===== src/rtl/hilo_ctrl.sv =====
// HI/LO control stage between the CPU control unit and the sequential Booth multiplier.
// Optional RUN-state watchdog is enabled by defining HILO_WDOG_EN.
module hilo_ctrl #(
    parameter int WIDTH   = 32,
    parameter int TIMEOUT = 48
) (
    input  logic             i_clk,
    input  logic             i_reset,
    input  logic             i_start,
    input  logic [WIDTH-1:0] i_rs_val,
    input  logic [WIDTH-1:0] i_rt_val,
    input  logic             i_mthi,
    input  logic             i_mtlo,
    input  logic [WIDTH-1:0] i_wdata,
    input  logic             i_rd_hilo,
    input  logic             i_mult_done,
    input  logic [WIDTH-1:0] i_mult_hi,
    input  logic [WIDTH-1:0] i_mult_lo,
    output logic             o_mult_init,
    output logic [WIDTH-1:0] o_mult_a,
    output logic [WIDTH-1:0] o_mult_b,
    output logic [WIDTH-1:0] o_hi,
    output logic [WIDTH-1:0] o_lo,
    output logic             o_busy,
    output logic             o_stall,
    output logic             o_err
);

    typedef enum logic [2:0] {
        ST_IDLE    = 3'd0,
        ST_LAUNCH  = 3'd1,
        ST_RUN     = 3'd2,
        ST_CAPTURE = 3'd3,
        ST_DRAIN   = 3'd4
    } state_t;

    state_t           r_state;
    state_t           w_next;
    logic             w_timeout;
    logic             w_active_next;
    logic             r_active;
    logic [WIDTH-1:0] r_mult_a;
    logic [WIDTH-1:0] r_mult_b;
    logic [WIDTH-1:0] r_hi;
    logic [WIDTH-1:0] r_lo;

`ifdef HILO_WDOG_EN
    localparam int CNT_W = $clog2(TIMEOUT + 1);

    logic [CNT_W-1:0] r_cnt;
    logic             r_err;

    // A late mult_done in the final RUN cycle still wins over the watchdog.
    assign w_timeout = (r_state == ST_RUN) && !i_mult_done &&
                       (r_cnt == CNT_W'(TIMEOUT - 1));

    // RUN-cycle counter, cleared on every launch.
    always_ff @(posedge i_clk or negedge i_reset) begin
        if (!i_reset) begin
            r_cnt <= {CNT_W{1'b0}};
        end else if (r_state == ST_LAUNCH) begin
            r_cnt <= {CNT_W{1'b0}};
        end else if (r_state == ST_RUN) begin
            r_cnt <= r_cnt + CNT_W'(1);
        end else begin
            r_cnt <= r_cnt;
        end
    end

    // Sticky watchdog error flag.
    always_ff @(posedge i_clk or negedge i_reset) begin
        if (!i_reset) begin
            r_err <= 1'b0;
        end else if (w_timeout) begin
            r_err <= 1'b1;
        end else begin
            r_err <= r_err;
        end
    end

    assign o_err = r_err;
`else
    assign w_timeout = 1'b0;
    assign o_err     = 1'b0;
`endif

    // Next-state logic; mult_done is deliberately not looked at in LAUNCH.
    always_comb begin
        w_next = r_state;
        case (r_state)
            ST_IDLE: begin
                if (i_start) begin
                    w_next = ST_LAUNCH;
                end else begin
                    w_next = ST_IDLE;
                end
            end
            ST_LAUNCH:  w_next = ST_RUN;
            ST_RUN: begin
                if (i_mult_done) begin
                    w_next = ST_CAPTURE;
                end else if (w_timeout) begin
                    w_next = ST_DRAIN;
                end else begin
                    w_next = ST_RUN;
                end
            end
            ST_CAPTURE: w_next = ST_DRAIN;
            ST_DRAIN:   w_next = ST_IDLE;
            default:    w_next = ST_IDLE;
        endcase
    end

    assign w_active_next = (w_next == ST_LAUNCH) || (w_next == ST_RUN) ||
                           (w_next == ST_CAPTURE);

    // State register plus registered multiplier-start / busy level.
    always_ff @(posedge i_clk or negedge i_reset) begin
        if (!i_reset) begin
            r_state  <= ST_IDLE;
            r_active <= 1'b0;
        end else begin
            r_state  <= w_next;
            r_active <= w_active_next;
        end
    end

    // Operand latching and HI/LO updates; moves to HI/LO only land when idle and not starting.
    always_ff @(posedge i_clk or negedge i_reset) begin
        if (!i_reset) begin
            r_mult_a <= {WIDTH{1'b0}};
            r_mult_b <= {WIDTH{1'b0}};
            r_hi     <= {WIDTH{1'b0}};
            r_lo     <= {WIDTH{1'b0}};
        end else begin
            case (r_state)
                ST_IDLE: begin
                    if (i_start) begin
                        r_mult_a <= i_rs_val;
                        r_mult_b <= i_rt_val;
                    end else begin
                        if (i_mthi) begin
                            r_hi <= i_wdata;
                        end
                        if (i_mtlo) begin
                            r_lo <= i_wdata;
                        end
                    end
                end
                ST_CAPTURE: begin
                    r_hi <= i_mult_hi;
                    r_lo <= i_mult_lo;
                end
                default: begin
                    r_hi <= r_hi;
                    r_lo <= r_lo;
                end
            endcase
        end
    end

    assign o_mult_init = r_active;
    assign o_busy      = r_active;
    assign o_mult_a    = r_mult_a;
    assign o_mult_b    = r_mult_b;
    assign o_hi        = r_hi;
    assign o_lo        = r_lo;
    assign o_stall     = r_active & (i_start | i_rd_hilo | i_mthi | i_mtlo);

endmodule

===== config.mk =====
export PLATFORM = sky130hd
export DESIGN_NAME = hilo_ctrl
export DESIGN_NICKNAME = d
export VERILOG_FILES = /design/src/rtl/hilo_ctrl.sv
export SDC_FILE = /design/constraint.sdc
export NUM_CORES = 1
export LEC_CHECK = 0
export CORE_MARGIN = 8
export CORE_UTILIZATION = 35
export CTS_CLUSTER_DIAMETER = 80
export DETAILED_ROUTE_END_ITERATION = 8
export PLACE_DENSITY = 0.72
export REMOVE_ABC_BUFFERS = 1
export SYNTH_ARGS = -nofsm -noshare
export SYNTH_HDL_FRONTEND = slang
export SYNTH_SLANG_ARGS = --single-unit

===== constraint.sdc =====
create_clock -name i_clk -period 2.1 [get_ports i_clk]
set_clock_uncertainty 0.05 [all_clocks]
set_input_delay 0.42 -clock i_clk [delete_from_list [all_inputs] [get_ports i_clk]]
set_output_delay 0.42 -clock i_clk [all_outputs]
set_load 0.05 [all_outputs]

==> impl_summary.md, run 1 <==
STA
Counting I/O delays and the setup requirement, the final critical path takes 2.07 ns. Setup violations remaining at the end of the flow were counted as 0. After routing, the total negative slack on setup checks comes to 0 ns. The relative slew slack is 0.628.

The count of pins over their slew limit is 0. For this run, the top clock speed supported by timing is 0.483 GHz. Setup slack closes at 0.0301 ns. The number of failing hold endpoints at the final stage is 0.

The slew of the pin with the lowest slew margin is 0.556 ns. Dividing the final minimum period by the clock period gives 0.986.

Clock network
The sink count of the clock tree is 132. CTS built an H-tree with a depth of 4. TritonCTS built the clock tree. In this run the clock root is driven by a clkbuf_16. The number of clock buffers added by TritonCTS is 17. Counting along the longest clock path gives a buffer depth of 2.

The CTS clock-pin slew for the worst setup and hold paths is 0.06 ns. The number of setup buffers added after CTS is 0. For the worst-skew pair, the clock arrives at the later sink with an insertion delay of 0.40 ns.

Drt
Before antenna repair, the detailed router went through 4 iterations. In this run the remaining antenna-violating nets after routing total 0. After detailed routing, the average wire length per cell comes to 21.4 microns. The detailed router's first-iteration violation count is 136. The total number of vias is 4555. The mean number of vias per cell is 4.95. For this run, design rule violations remaining after detail routing come to 0. The final routed wirelength across all metal layers is 19700 microns.

Global routing
For this run, global-route usage on met1 was measured as 0.203. Entering global routing, the biggest net connects 49 pins. The number of antenna violations at the first check in global routing is 1. met2 is the most crowded layer. The number of global-route vias before repair came to 4998. For met3 alone, demand over resource in global routing was 0.0594. For met2 alone, demand over resource in global routing was 0.326. The overall global routing resource usage is 0.183. Global routing finished with a remaining overflow of 0. The first global-routing pass estimated 28700 microns of wire.

Synth
The count of mapped cells out of synthesis is 381. The largest total area in the synthesized netlist belongs to dfrtp_1. The share of the Yosys chip area taken by registers is 0.575.

Summing every instance area after synthesis gives 5750 sq um. After synthesis the netlist holds a flip-flop and latch count of 132. The multiplexer share of the synthesized area is 0.127. The largest family of logic cells by synthesized area is compound AO/OA/AOI/OAI gates. The number of distinct standard cells referenced by the synthesized netlist is 26.

The average size of a mapped cell is 15.1 sq um. Of the total synthesized cell area, the portion taken by full adders, half adders and majority gates is 0. The simple-gate area share of the yosys netlist is 0.0124. The xor and xnor area share after synthesis is 0.00152. The share of synthesized area in the top cell type comes to 0.575.

Yosys printed 0 warnings. By area the synthesized netlist is led by dfrtp_1 57%, a2bb2oi_2 16%, mux2_2 13%. The fraction of the mapped netlist area in compound gates came to 0.241.

Setup path
The worst setup path is launched from an input port. Along the worst path, the maximum fanout reaches 6. The worst register-to-register path has a depth of 4. The critical path is of the input port to output pin type. The number of buffer and inverter stages on the critical path is 3.

On the critical path the largest part of the delay comes from buffers and inverters. Traced cell by cell, the critical path runs through clkdlybuf4s50_1 -> buf_4 -> o41a_1 -> buf_6. The slowest stage of the critical path belongs to the cell o41a_1. For the worst setup path, the data arrival time is 1.60 ns.

Data on the critical path is required at its endpoint by 1.63 ns. STA classifies the critical path endpoint as an output pin. On the worst path, the slowest cell contributes a delay of 0.43 ns. The number of stages on the worst setup path is 4.

Layout
The final-layout fill cell count is 1307. The layout-stage area growth over the synthesis result is 69.8%. Once layout is complete, the cells apart from fillers number 921. The net count reported at finish is 855. Measured on the finished design, the core utilization comes to 0.599.

The share of layout cells above drive strength 1 is 0.298. The number of diodes is 0.

Placed design
The worst-case setup slack after placement is -0.200 ns. The count of input and output buffers is 297. The half-perimeter wire length of the detailed placement result is 15400 microns. The post-placement cell count is 888. The weighted congestion at the end of routability-driven global placement is 0.800.

Floorplan
The initial utilization of the core area, before any placement, comes to 0.353. The area of the die is 20800 sq um. The floorplan row count is 47. During I/O placement, the number of pins put on the boundary was 299.

The standard cell core area is 16300 sq um. The floorplan step set the die height to 144 microns. The horizontal extent of the die is 144 microns.

Pwr
The worst supply voltage drop on vdd is 1020 uV. The power density relative to cell area is 1960 nW/um^2. For this design the static power due to leakage is 4.13 nW.

Outcome
The flow ran to the end, and the final reports show no timing, DRC or antenna violations.

Job
Max-cap violations in this run came to 0.

Min path
The worst min-delay path class is input port to asynchronous set/reset pin.
flip-flops by register name, indices dropped and copies added, names as in the netlist:
register,count
o_mult_b,32
r_state,3
o_hi,32
o_busy,1
o_lo,32
o_mult_a,32
power by group:
part | internal [mW] | switching, mW | leakage [nW]
Clock | 2.07 | 1.11 | 0.315
Combinational | 4.42 | 6.89 | 2.32
Sequential | 3.84 | 0.792 | 1.49
Total | 10.3 | 8.79 | 4.13
cells by family (layout without fill, tap and decap cells):
| family | Yosys count | after routing |
|---|---|---|
| xor+xnor | 1 | 1 |
| mux | 65 | 65 |
| simple gates | 12 | 12 |
| other cells | 1 | 1 |
| buf+inv | 40 | 360 |
| flops | 132 | 132 |
| compound gates | 130 | 130 |
placed cells by master (no fill, tap or decap), types with 2 or more instances in the layout:
master and instances:
clkdlybuf4s50_1 214, dfrtp_1 132, mux2_2 64, o22ai_1 62, a2bb2oi_2 60, dlymetal6s2s_1 43
buf_4 36, dlygate4sd2_1 23, clkbuf_16 17, buf_12 7, bufinv_16 4, inv_6 4
nand3_1 3, nor3_1 3, clkinv_4 3, clkinv_2 2, nor2_1 2, a21oi_4 2
o2bb2a_1 2, o221a_2 2, clkbuf_8 2, buf_6 2
path summary, 6_finish.rpt:
check | from | end | slack [ns]
max | i_start | o_stall | 0.03
min | i_reset | o_mult_b[12] | 0.38
max reg2reg | r_state[1] | o_lo[30] | 0.17
min reg2reg | o_mult_b[23] | o_mult_b[23] | 0.45
max in group asynchronous | i_reset | o_mult_b[20] | 1.00
min in group i_clk | o_mult_b[23] | o_mult_b[23] | 0.45
worst reg2reg max path: stages, from the launching register on:
cell      delay (ns)
dfrtp_1         0.46
or4b_1          0.67
a21oi_4         0.24
buf_12          0.23
o2bb2a_1        0.21
synthesized netlist by cell type, drive strengths merged:
| cell | number |
|---|---|
| and2 | 1 |
| nor2 | 2 |
| nand2 | 1 |
| inv | 2 |
| or4b | 2 |
| dfrtp | 132 |
| a211oi | 1 |
| buf | 23 |
| o41a | 1 |
| mux2i | 1 |
| o221a | 2 |
| o22ai | 62 |
| a2bb2oi | 60 |
| xnor2 | 1 |
| a21oi | 2 |
| conb | 1 |
| o2bb2a | 2 |
| nor3 | 3 |
| clkbuf | 15 |
| mux2 | 64 |
| nand3 | 3 |
repair_timing:
item / 4_1_cts / 5_1_grt
hold endpoints to repair: 18 / 0
resized for setup: 23 / 44
endpoints found under the setup margin: 23 / 44
hold buffers: 1 / 0
through the flow:
| stage | hold WS [ns] | power [mW] | instance area [sq um] |
|---|---|---|---|
| after global routing | 0.375 | 19.9 | 9760 |
| after global placement | 0.229 | 16.1 | 9020 |
| after CTS | 0.363 | 19.4 | 9650 |
| after floorplan | 0.0744 | 12.2 | 5510 |
| after detailed placement | 0.229 | 16.3 | 9020 |
| final | 0.376 | 19.1 | 9760 |
cell type report:
cell class | instances | area [sq um] | area share
clock buffers | 19 | 453 | 0.0464
clock inverters | 13 | 194 | 0.0199
inverters | 2 | 8.76 | 0.000897
multi-input cells | 209 | 2200 | 0.226
flip-flops and latches | 132 | 3300 | 0.338
well taps | 220 | 275 | 0.0282
repair buffers | 326 | 3320 | 0.341
routing by layer:
layer	part of all wire	wire length (microns)	vias up
met5	0.00046	9	-
met4	0.018	349	2
met3	0.083	1640	25
met2	0.51	10100	202
met1	0.39	7680	2227
li1	-	-	2099
Power figures use the tool's default switching activity.
==> run 2, diff against run 1 <==
ABC_AREA = 1   (was default)
PLACE_DENSITY = 0.71   (was 0.72)
==> run 2 against run 1 <==
Cell area up 3.3%. Via count up 34%. Final cell count up 39%. Power down 3.0%. Clock power down 3%. Area after synthesis up 8.3%. Die area up 7.3%. Global-route usage up 2.0 points. Critical path type is now flip-flop to output pin. Critical path depth down 3. Sequential cell count unchanged. Largest cell class unchanged. Worst setup slack better by 0.0071 ns. Count of clock-buffer cells in the layout down 1.
==> impl_summary.md, run 2 <==
Outcome
The run finished with clean final reports.

Layout
The register cell area after layout is 3310 sq um (about the same). The total area of multi-input combinational cells is 2250 sq um (+2.2%). The final-layout fill cell count is 1542 (+18%). The most common cell after layout, fill and taps aside is nand2_1.

The share of layout cells above drive strength 1 is 0.0760 (-0.222). The net count reported at finish is 1207 (+41%). In the layout the commonest cells are 291 x nand2_1, 217 x clkdlybuf4s50_1, 130 x dfrtp_1. The utilization after layout is 0.581 (-0.0181). The layout-stage area growth over the synthesis result is 62.0%.

Setup path
The number of buffer and inverter stages on the critical path is 1 (-2). The standard cell with the maximum stage delay on the critical path is clkdlybuf4s50_1. The top cell family by delay on the critical path is buffers and inverters. The minimum setup slack among reg-to-reg paths is 0.31 ns (+0.14 ns). The peak per-stage delay on the critical path is 0.83 ns (+0.40 ns). The worst setup path is captured at an output pin.

The required time of the critical path is 1.63 ns (about the same). The critical path class is flip-flop to output pin. The worst-path maximum fanout was 2 (-4). The arrival time at the worst endpoint is 1.59 ns (about the same). Walking the worst path, the cells encountered are clkdlybuf4s50_1. The worst setup path is launched from a flip-flop.

Clock network
The number of levels in the clock H-tree was 4 (unchanged). The clock latency at the later pin of the worst-skew pair is 0.41 ns (about the same). The number of buffers created by CTS is 17 (unchanged). The CTS clock-pin slew for the worst setup and hold paths is 0.06 ns (about the same). The CTS tree is done. The maximum root-to-sink buffer count came to 2 (unchanged). The clock root buffer is clkbuf_16. The sink count of the clock tree is 132 (unchanged).

Synth
The number of distinct standard cells referenced by the synthesized netlist is 22 (-15%). The sequential element share of the synthesized area is 0.531 (-0.0439). The count of mapped cells out of synthesis came to 758 (+99%).

The synthesis warning total came to 0 (unchanged). The fraction of synthesis flops using an asynchronous set or reset pin is 1.00 (unchanged). The average size of a mapped cell came to 8.21 sq um (-46%). Among all flip-flop cells after synthesis, the most frequent one is dfrtp_1. The flop and latch count out of synthesis is 132 (unchanged).

The number of flops mapped to enable cells by yosys came to 0 (unchanged). The mapped cell area is 6220 sq um (+8.3%). In the post-synthesis netlist, the cell with the most instances is nand2_1. Sorting the synthesized cells by how often they occur yields 291 x nand2_1, 132 x dfrtp_1, 66 x inv_1, 66 x nand3_1, 64 x nand4_1. The fraction of post-synthesis cell area in the top cell type by area came to 0.531 (-0.0439). Yosys attributes the largest share of cell area to dfrtp_1 53%, nand2_1 18%, nand4_1 6.4%. The cell accounting for the most synthesized area is dfrtp_1.

Placed design
The weighted congestion at the end of routability-driven global placement is 0.837 (+4.7%). The count of input and output buffers came to 297 (unchanged). The half-perimeter wire length of the detailed placement result was 16800 microns (+9.1%).

Drt
The residual DRC count is 0 (unchanged). The first-pass detailed-route iteration total is 5 (+1). The total number of vias came to 6111 (+34%). The average wire length per cell after detail routing is 17.7 microns (-17%). The final routed wirelength across all metal layers came to 22600 microns (+15%).

The detailed router's first-iteration violation count is 248 (+82%). The number of nets still failing antenna checks after routing came to 0 (unchanged). The mean number of vias per cell is 4.78 (-3.4%).

STA
The setup violation total in the final timing report came to 0 (unchanged). The slew of the pin with the lowest slew margin was 0.710 ns (+0.154 ns). The total negative setup slack is 0 ns (unchanged). The number of failing hold endpoints at the final stage is 0 (unchanged). Setup repair after global routing left no endpoint under its margin. The worst hold slack is 0.413 ns (+0.0367 ns). The count of pins over their slew limit is 0 (unchanged). The shortest clock period the worst path allows after layout is 2.06 ns (-0.00708 ns).

The relative slew slack is 0.527 (-0.102). The final cycle utilization of the critical path is 0.982 (-0.00337). The maximum achievable frequency came to 0.485 GHz (+0.34%).

Floorplan
The starting density of the core came to 0.359 (+0.00570). The die boundary height is 149 microns (+3.6%). The horizontal extent of the die is 149 microns (+3.6%). The standard cell core area is 17400 sq um (+6.6%). The top-level I/O count came to 299 (unchanged). The floorplan row count is 48 (+2.1%). The area of the die is 22300 sq um (+7.3%).

Pwr
The power density relative to cell area is 1840 nW/um^2 (-6.1%). The worst supply voltage drop on vdd is 912 uV (-11%). The leakage component of the power was 5.63 nW (+36%).

Job
The total of max-cap violations is 0 (unchanged).

Global routing
The number of antenna violations at the first check in global routing is 0 (-1). The total overflow reported by the global router is 0 (unchanged). The global-route wire length before repair came to 35400 microns (+23%).

The overall global routing resource usage came to 0.203 (+0.0196). The largest net degree at the start of global routing is 65 (+33%). The number of global-route vias before repair came to 6366 (+27%).

Min path
The worst min-delay path class is flip-flop to flip-flop.
## run 2: cell count changes after synthesis, moves of 10 or more
cell	previous run	this run
mux2_2	64	0
nand2_1	1	291
o22ai_1	62	0
nand3_1	3	66
inv_1	1	66
nand4_1	0	64
o21ai_1	0	45
a2bb2oi_2	60	0
buf_2	3	27
clkbuf_1	15	5
o21ai_0	0	19
## run 2: what timing repair did
action                                  in CTS  in global routing
hold buffers                                 1                  0
endpoints found under the setup margin       8                 61
setup buffers                                0                  0
resized for setup                            8                 60
endpoints found under the hold margin       38                  0
## run 2: cell type report
cell class                 instances  area share
antenna                            1    0.000248
clock buffer                      18      0.0435
sequential                       132       0.328
inverter                          67      0.0249
multi-input combinational        498       0.223
timing repair buffer             324       0.335
tap                              225      0.0279
clock inverter                    14      0.0175
## run 2: kinds of logic (layout without fill, tap and decap cells)
family | after synthesis | after routing | share of synthesized area
buf+inv | 128 | 423 | 0.108
compound gates | 67 | 67 | 0.0547
other cells | 1 | 2 | 0.000603
simple gates | 430 | 430 | 0.306
flops | 132 | 132 | 0.531
## run 2: power breakdown
group	total [mW]	switching, mW	internal (mW)	leakage [nW]
combinational	11.0	7.65	3.36	3.69
clock	3.09	1.18	1.91	0.297
sequential	4.45	0.669	3.78	1.64
total	18.5	9.50	9.05	5.63
## run 2: final timing paths
kind | start | end | cells past startpoint
setup / recovery | o_lo[31] | o_lo[31] | 1
hold / removal | r_state[2] | r_state[0] | 1
setup reg to reg | r_state[2] | o_hi[11] | 7
hold reg to reg | r_state[2] | r_state[0] | 1
max in group asynchronous | i_reset | o_mult_a[29] | 3
min in group asynchronous | i_reset | o_lo[19] | 2
## run 2: layer usage
layer	GRT usage	part of all wire
met5	0	0
met4	0.0641	0.013
met3	0.101	0.13
met2	0.323	0.46
met1	0.233	0.40
## run 2: stage by stage
stage | total power, mW | setup slack, ns | cell area [sq um] | std cells
floorplan | 11.2 | -1.42 | 5800 | 697
global placement | 15.6 | 0.103 | 9320 | 1245
detailed placement | 15.7 | 0.110 | 9320 | 1245
CTS | 18.9 | 0.00228 | 9930 | 1278
global route | 19.6 | 0.000568 | 10100 | 1278
finish | 18.5 | 0.0371 | 10100 | 1279
## run 2: worst reg2reg max path, cell delays in order, from the launching register on
cell and delay [ns]:
dfrtp_1 0.38, inv_2 0.16, nand3_2 0.28, nand2_2 0.33, nand2_2 0.15, buf_12 0.19
nand2_1 0.08, nand2_1 0.05
